<file path="src/rtl/ifu_pkg.sv">
// Shared types and constants for the instruction fetch unit.
package ifu_pkg;

  typedef enum logic [2:0] {
    StIdle,
    StAddr,
    StWait,
    StExec,
    StErr
  } state_e;

  localparam logic [31:0] INST_NOP  = 32'h0000_0013;
  localparam logic [1:0]  RESP_OKAY = 2'b00;

endpackage

</file>
<file path="src/rtl/ifu.sv">
// Instruction fetch unit: fetches one word per core PC over a valid/ready read channel
// and presents it to the core for a single cycle, NOP otherwise.
module ifu
  import ifu_pkg::*;
#(
  parameter logic [31:0] RESET_PC = 32'h8000_0000,
  parameter int unsigned TIMEOUT  = 255
) (
  input  logic        clk,
  input  logic        rst,
  input  logic [31:0] pc,
  output logic [31:0] cmd,
  output logic        cmd_valid,
  output logic        pc_wen,
  output logic        arvalid,
  output logic [31:0] araddr,
  input  logic        arready,
  input  logic        rvalid,
  input  logic [31:0] rdata,
  input  logic [1:0]  rresp,
  output logic        rready,
  output logic        fetch_err,
  output logic [31:0] inst_cnt
);

  state_e      state_q;
  logic [31:0] cmd_q;
  logic [31:0] araddr_q;
  logic        ar_pend_q;
  logic [31:0] tmo_q;
  logic [31:0] inst_cnt_q;

  logic        pc_ok;
  logic [31:0] tmo_next;
  logic        tmo_hit;

  assign pc_ok    = (pc[1:0] == 2'b00);
  assign tmo_next = tmo_q + 32'd1;
  assign tmo_hit  = (TIMEOUT != 0) && (tmo_next == 32'(TIMEOUT));

  // The core PC changes on the edge that ends EXEC, so the first ADDR cycle presents the
  // live pc; once the request stalls, the captured copy keeps the address stable.
  assign araddr    = (state_q == StAddr && !ar_pend_q) ? pc : araddr_q;
  assign arvalid   = (state_q == StAddr) && (ar_pend_q || pc_ok);
  assign rready    = (state_q == StWait);
  assign cmd_valid = (state_q == StExec);
  assign pc_wen    = cmd_valid;
  assign cmd       = cmd_valid ? cmd_q : INST_NOP;
  assign fetch_err = (state_q == StErr);
  assign inst_cnt  = inst_cnt_q;

  always_ff @(posedge clk or negedge rst) begin
    if (!rst) begin
      state_q    <= StIdle;
      cmd_q      <= INST_NOP;
      araddr_q   <= RESET_PC;
      ar_pend_q  <= 1'b0;
      tmo_q      <= '0;
      inst_cnt_q <= '0;
    end else begin
      unique case (state_q)
        StIdle: state_q <= StAddr;
        StAddr: begin
          if (!ar_pend_q && !pc_ok) begin
            state_q <= StErr;
          end else begin
            araddr_q <= araddr;
            if (arready) begin
              state_q   <= StWait;
              ar_pend_q <= 1'b0;
              tmo_q     <= '0;
            end else begin
              ar_pend_q <= 1'b1;
            end
          end
        end
        StWait: begin
          if (rvalid) begin
            if (rresp == RESP_OKAY) begin
              cmd_q   <= rdata;
              state_q <= StExec;
            end else begin
              state_q <= StErr;
            end
          end else begin
            tmo_q <= tmo_next;
            if (tmo_hit) state_q <= StErr;
          end
        end
        StExec: begin
          inst_cnt_q <= inst_cnt_q + 32'd1;
          state_q    <= StAddr;
        end
        StErr:   state_q <= StErr;
        default: state_q <= StErr;
      endcase
    end
  end

endmodule

</file>
<file path="config.mk">
export PLATFORM = sky130hd
export DESIGN_NAME = ifu
export DESIGN_NICKNAME = d
export VERILOG_FILES = /design/src/rtl/ifu_pkg.sv /design/src/rtl/ifu.sv
export SDC_FILE = /design/constraint.sdc
export NUM_CORES = 1
export LEC_CHECK = 0
export CAP_MARGIN = 20
export CORE_MARGIN = 8
export CORE_UTILIZATION = 54
export CTS_BUF_LIST = sky130_fd_sc_hd__clkbuf_16
export DETAILED_ROUTE_END_ITERATION = 6
export PLACE_DENSITY = 0.85
export SETUP_SLACK_MARGIN = 0.15
export SKIP_LAST_GASP = 1
export SYNTH_ARGS = -nofsm -noshare
export SYNTH_HDL_FRONTEND = slang
export SYNTH_SLANG_ARGS = --single-unit
</file>
<file path="constraint.sdc">
create_clock -name clk -period 4.6 [get_ports clk]
set_clock_uncertainty 0.1 [all_clocks]
set_input_delay 0.92 -clock clk [delete_from_list [all_inputs] [get_ports clk]]
set_output_delay 0.92 -clock clk [all_outputs]
set_load 0.02 [all_outputs]
</file>
==> results.cfg <==
[clock_network]
worstSkewPairLatency_ps = 410
root_buffer = clkbuf_16
ctsHoldBuffers = 0
path_clk_slew_ps = 50
clock-sinks = 132
ctsHtreeMaxLevel = 4
cts_tree = yes
cts_resized = 0
cts_buffers = 17
post_cts.repair.setup_buffers = 0
cts_buffer_depth = 2

[setup_path]
crit_path_max_fanout = 5
r2r_start = tmo_q[0]
critPathRequiredTime_ps = 3580
critPathKind = input port to primary output
critPathCaptureType = primary output
cp.arrival_ps = 2870
cp-start-kind = input port
startpoint = pc[1]

[synth]
netlist_area_sq_um = 6940
yosys.area.top_type = dfrtp_1
synth_top_area_share_pct = 46.2
synth.area.top_cells = dfrtp_1 46%, mux2_2 11%, nand2_1 7.3%, xnor2_1 3.8%, o21ai_0 3.8%
yosysSeqAreaShare_pct = 47.7
async_flop_share_pct = 100
syn_inst = 712
ys.flop_type = dfrtp_1
synth_edf_count = 0
ys_types = 60
synth_warnings = 0
synth_nets = 785
avgSynthCellArea_sq_um = 9.74
synth-seq-cells = 132

[floorplan]
die_area_sq_um = 16700
start_util_pct = 55.2
core_sq_um = 12600
rows = 41
die_h_microns = 129
ios = 171
die_w_microns = 129

[grt]
antenna_found_initial = 0
grt_pass1_vias = 5981
overflow = 0
grt_max_degree = 72
gr-usage-all-layers_pct = 22.6
grt_pass1_wl_mm = 30.0

[flow_run]
max_cap_viol_count = 0

[drt]
drtAntennaViolNets = 0
dr_total_vias = 6002
routedWlPerCell_microns = 17.9
first_iter_violations = 539
routed_wl_mm = 18.9
drtPass1Iterations = 5
drc_errors = 0
vias_per_cell = 5.71

[place]
gp_congestion = 0.835
hpwl_mm = 13.6
numPortBuffers = 170
post-place-ws_ps = 729

[power_and_ir_drop]
power.density_nw_per_um2 = 272
cellLeakagePower_nw = 4.19
peakVddDrop_mv = 0.194
report.power.total_mw = 2.55

[min_path]
min_path_type = register to register
min_from = araddr_q[20]

[timing]
slew_violations = 0
fin_crit_sh_pct = 84.6
timing.max_slew.rel_slack_pct = 40.5
setup_viol = 0
finalHoldViolations = 0
tightestPinTransition_ps = 892
fmaxAchievable_mhz = 257
layout_setup_ws_ps = 707
rsz0062_at_grt = false
min_period_ps = 3890
fin_tns_setup_ps = 0

[cells_and_area]
syn_to_final_growth_pct = 34.8
antenna_cells = 0
layout.nets = 940
drive_gt1_share_pct = 14.0

[status]
outcome = completed
[metal layers]
metal  global-route usage [%]  vias up  wire length [microns]
li1                         -     2778                      -
met1                     26.6     2950                   7620
met2                     39.0      239                   9680
met3                     4.52       35                   1100
met4                     9.95        0                    479
met5                        0        -                      0
[final cells by class]
type | instances | area, sq um
clock buffers | 17 | 425
clock inverters | 15 | 126
fillers | 842 | 3220
inverters | 7 | 26.3
multi-input cells | 530 | 3430
flip-flops and latches | 132 | 3310
well taps | 172 | 215
repair buffers | 179 | 1820
[sequential cells by signal, indices dropped and copies added, names as in the netlist]
name and count:
inst_cnt 32, tmo_q 32, araddr_q 32, cmd_q 32, state_q 3, ar_pend_q 1
[path summary, 6_finish.rpt]
kind / endpoint / slack [ps] / cells past startpoint
setup / recovery: arvalid / 710 / 6
max in group asynchronous: araddr_q[23] / 3030 / 2
min in group asynchronous: tmo_q[7] / 540 / 1
hold reg to reg: araddr_q[20] / 370 / 2
hold / removal: araddr_q[20] / 370 / 2
setup reg to reg: state_q[1] / 1710 / 8
[worst max-delay path: stages]
cell,delay (ps)
clkdlybuf4s50_1,450
nor2_1,220
nor2_1,140
or3_1,390
inv_1,130
clkdlybuf4s50_1,620
[layout by cell type, fill, tap and decap left out, types with 3 or more instances in the layout]
| cell type | instances |
|---|---|
| nor2b_1 | 3 |
| nor4_2 | 3 |
| inv_1 | 11 |
| and4_1 | 4 |
| nor3_2 | 3 |
| nand4_1 | 16 |
| nand3_1 | 20 |
| ha_1 | 3 |
| a21oi_1 | 8 |
| o31ai_1 | 8 |
| nand2b_1 | 9 |
| and2_1 | 37 |
| xnor2_1 | 30 |
| and3_1 | 12 |
| xor2_1 | 12 |
| dfstp_2 | 4 |
| a31oi_1 | 9 |
| clkinv_2 | 4 |
| or3_1 | 4 |
| nor3_1 | 7 |
| dfrtp_1 | 128 |
| nor2_1 | 42 |
| or2_2 | 4 |
| o21ai_0 | 52 |
| clkdlybuf4s50_1 | 169 |
| buf_4 | 7 |
| mux2i_1 | 5 |
| nand2_1 | 134 |
| mux2_2 | 65 |
| clkbuf_16 | 18 |
| nand4b_1 | 3 |
[synth_stat cells, drive strengths merged (2+ instances only)]
| master | number |
|---|---|
| clkbuf | 25 |
| xor2 | 12 |
| o21ai | 54 |
| nand2b | 9 |
| dfrtp | 128 |
| o41ai | 2 |
| or2 | 4 |
| buf | 18 |
| nor3 | 10 |
| mux2 | 65 |
| nand4b | 3 |
| a31oi | 9 |
| mux2i | 5 |
| and2 | 37 |
| dfstp | 4 |
| and3b | 2 |
| or3 | 5 |
| o41a | 2 |
| nor3b | 2 |
| ha | 3 |
| nor2b | 3 |
| a21oi | 8 |
| nand3 | 22 |
| xnor2 | 30 |
| and4 | 4 |
| inv | 7 |
| o31ai | 8 |
| nor4 | 7 |
| and3 | 12 |
| nand4 | 17 |
| nand2 | 134 |
| a311oi | 2 |
| nor2 | 42 |
[stage by stage]
stage          std cells  hold WS, ps  util (%)  instance area (sq um)
2_1_floorplan        712          338         -                   6940
3_3_place_gp        1018          347      69.6                   8740
3_5_place_dp        1019          359      69.8                   8770
4_1_cts             1051          372      74.2                   9320
5_1_grt             1052          398      74.4                   9350
6_report            1052          367      74.4                   9350
[cell families after synthesis]
kind of cell    Yosys count  synth area share (%)
buf+inv                  50                  2.98
flops                   132                  47.7
simple gates            317                  23.5
fa+ha+maj                 3                 0.541
xor+xnor                 42                  5.30
compound gates           98                  8.70
mux                      70                  11.3
[where the power goes]
part / leakage, nW / total [mW] / switching [mW] / internal, mW
clock network: 0.282 / 1.26 / 0.479 / 0.780
logic: 2.11 / 0.107 / 0.0431 / 0.0638
registers: 1.79 / 1.18 / 0.0121 / 1.17
total: 4.19 / 2.55 / 0.534 / 2.01
Power figures use the tool's default switching activity.
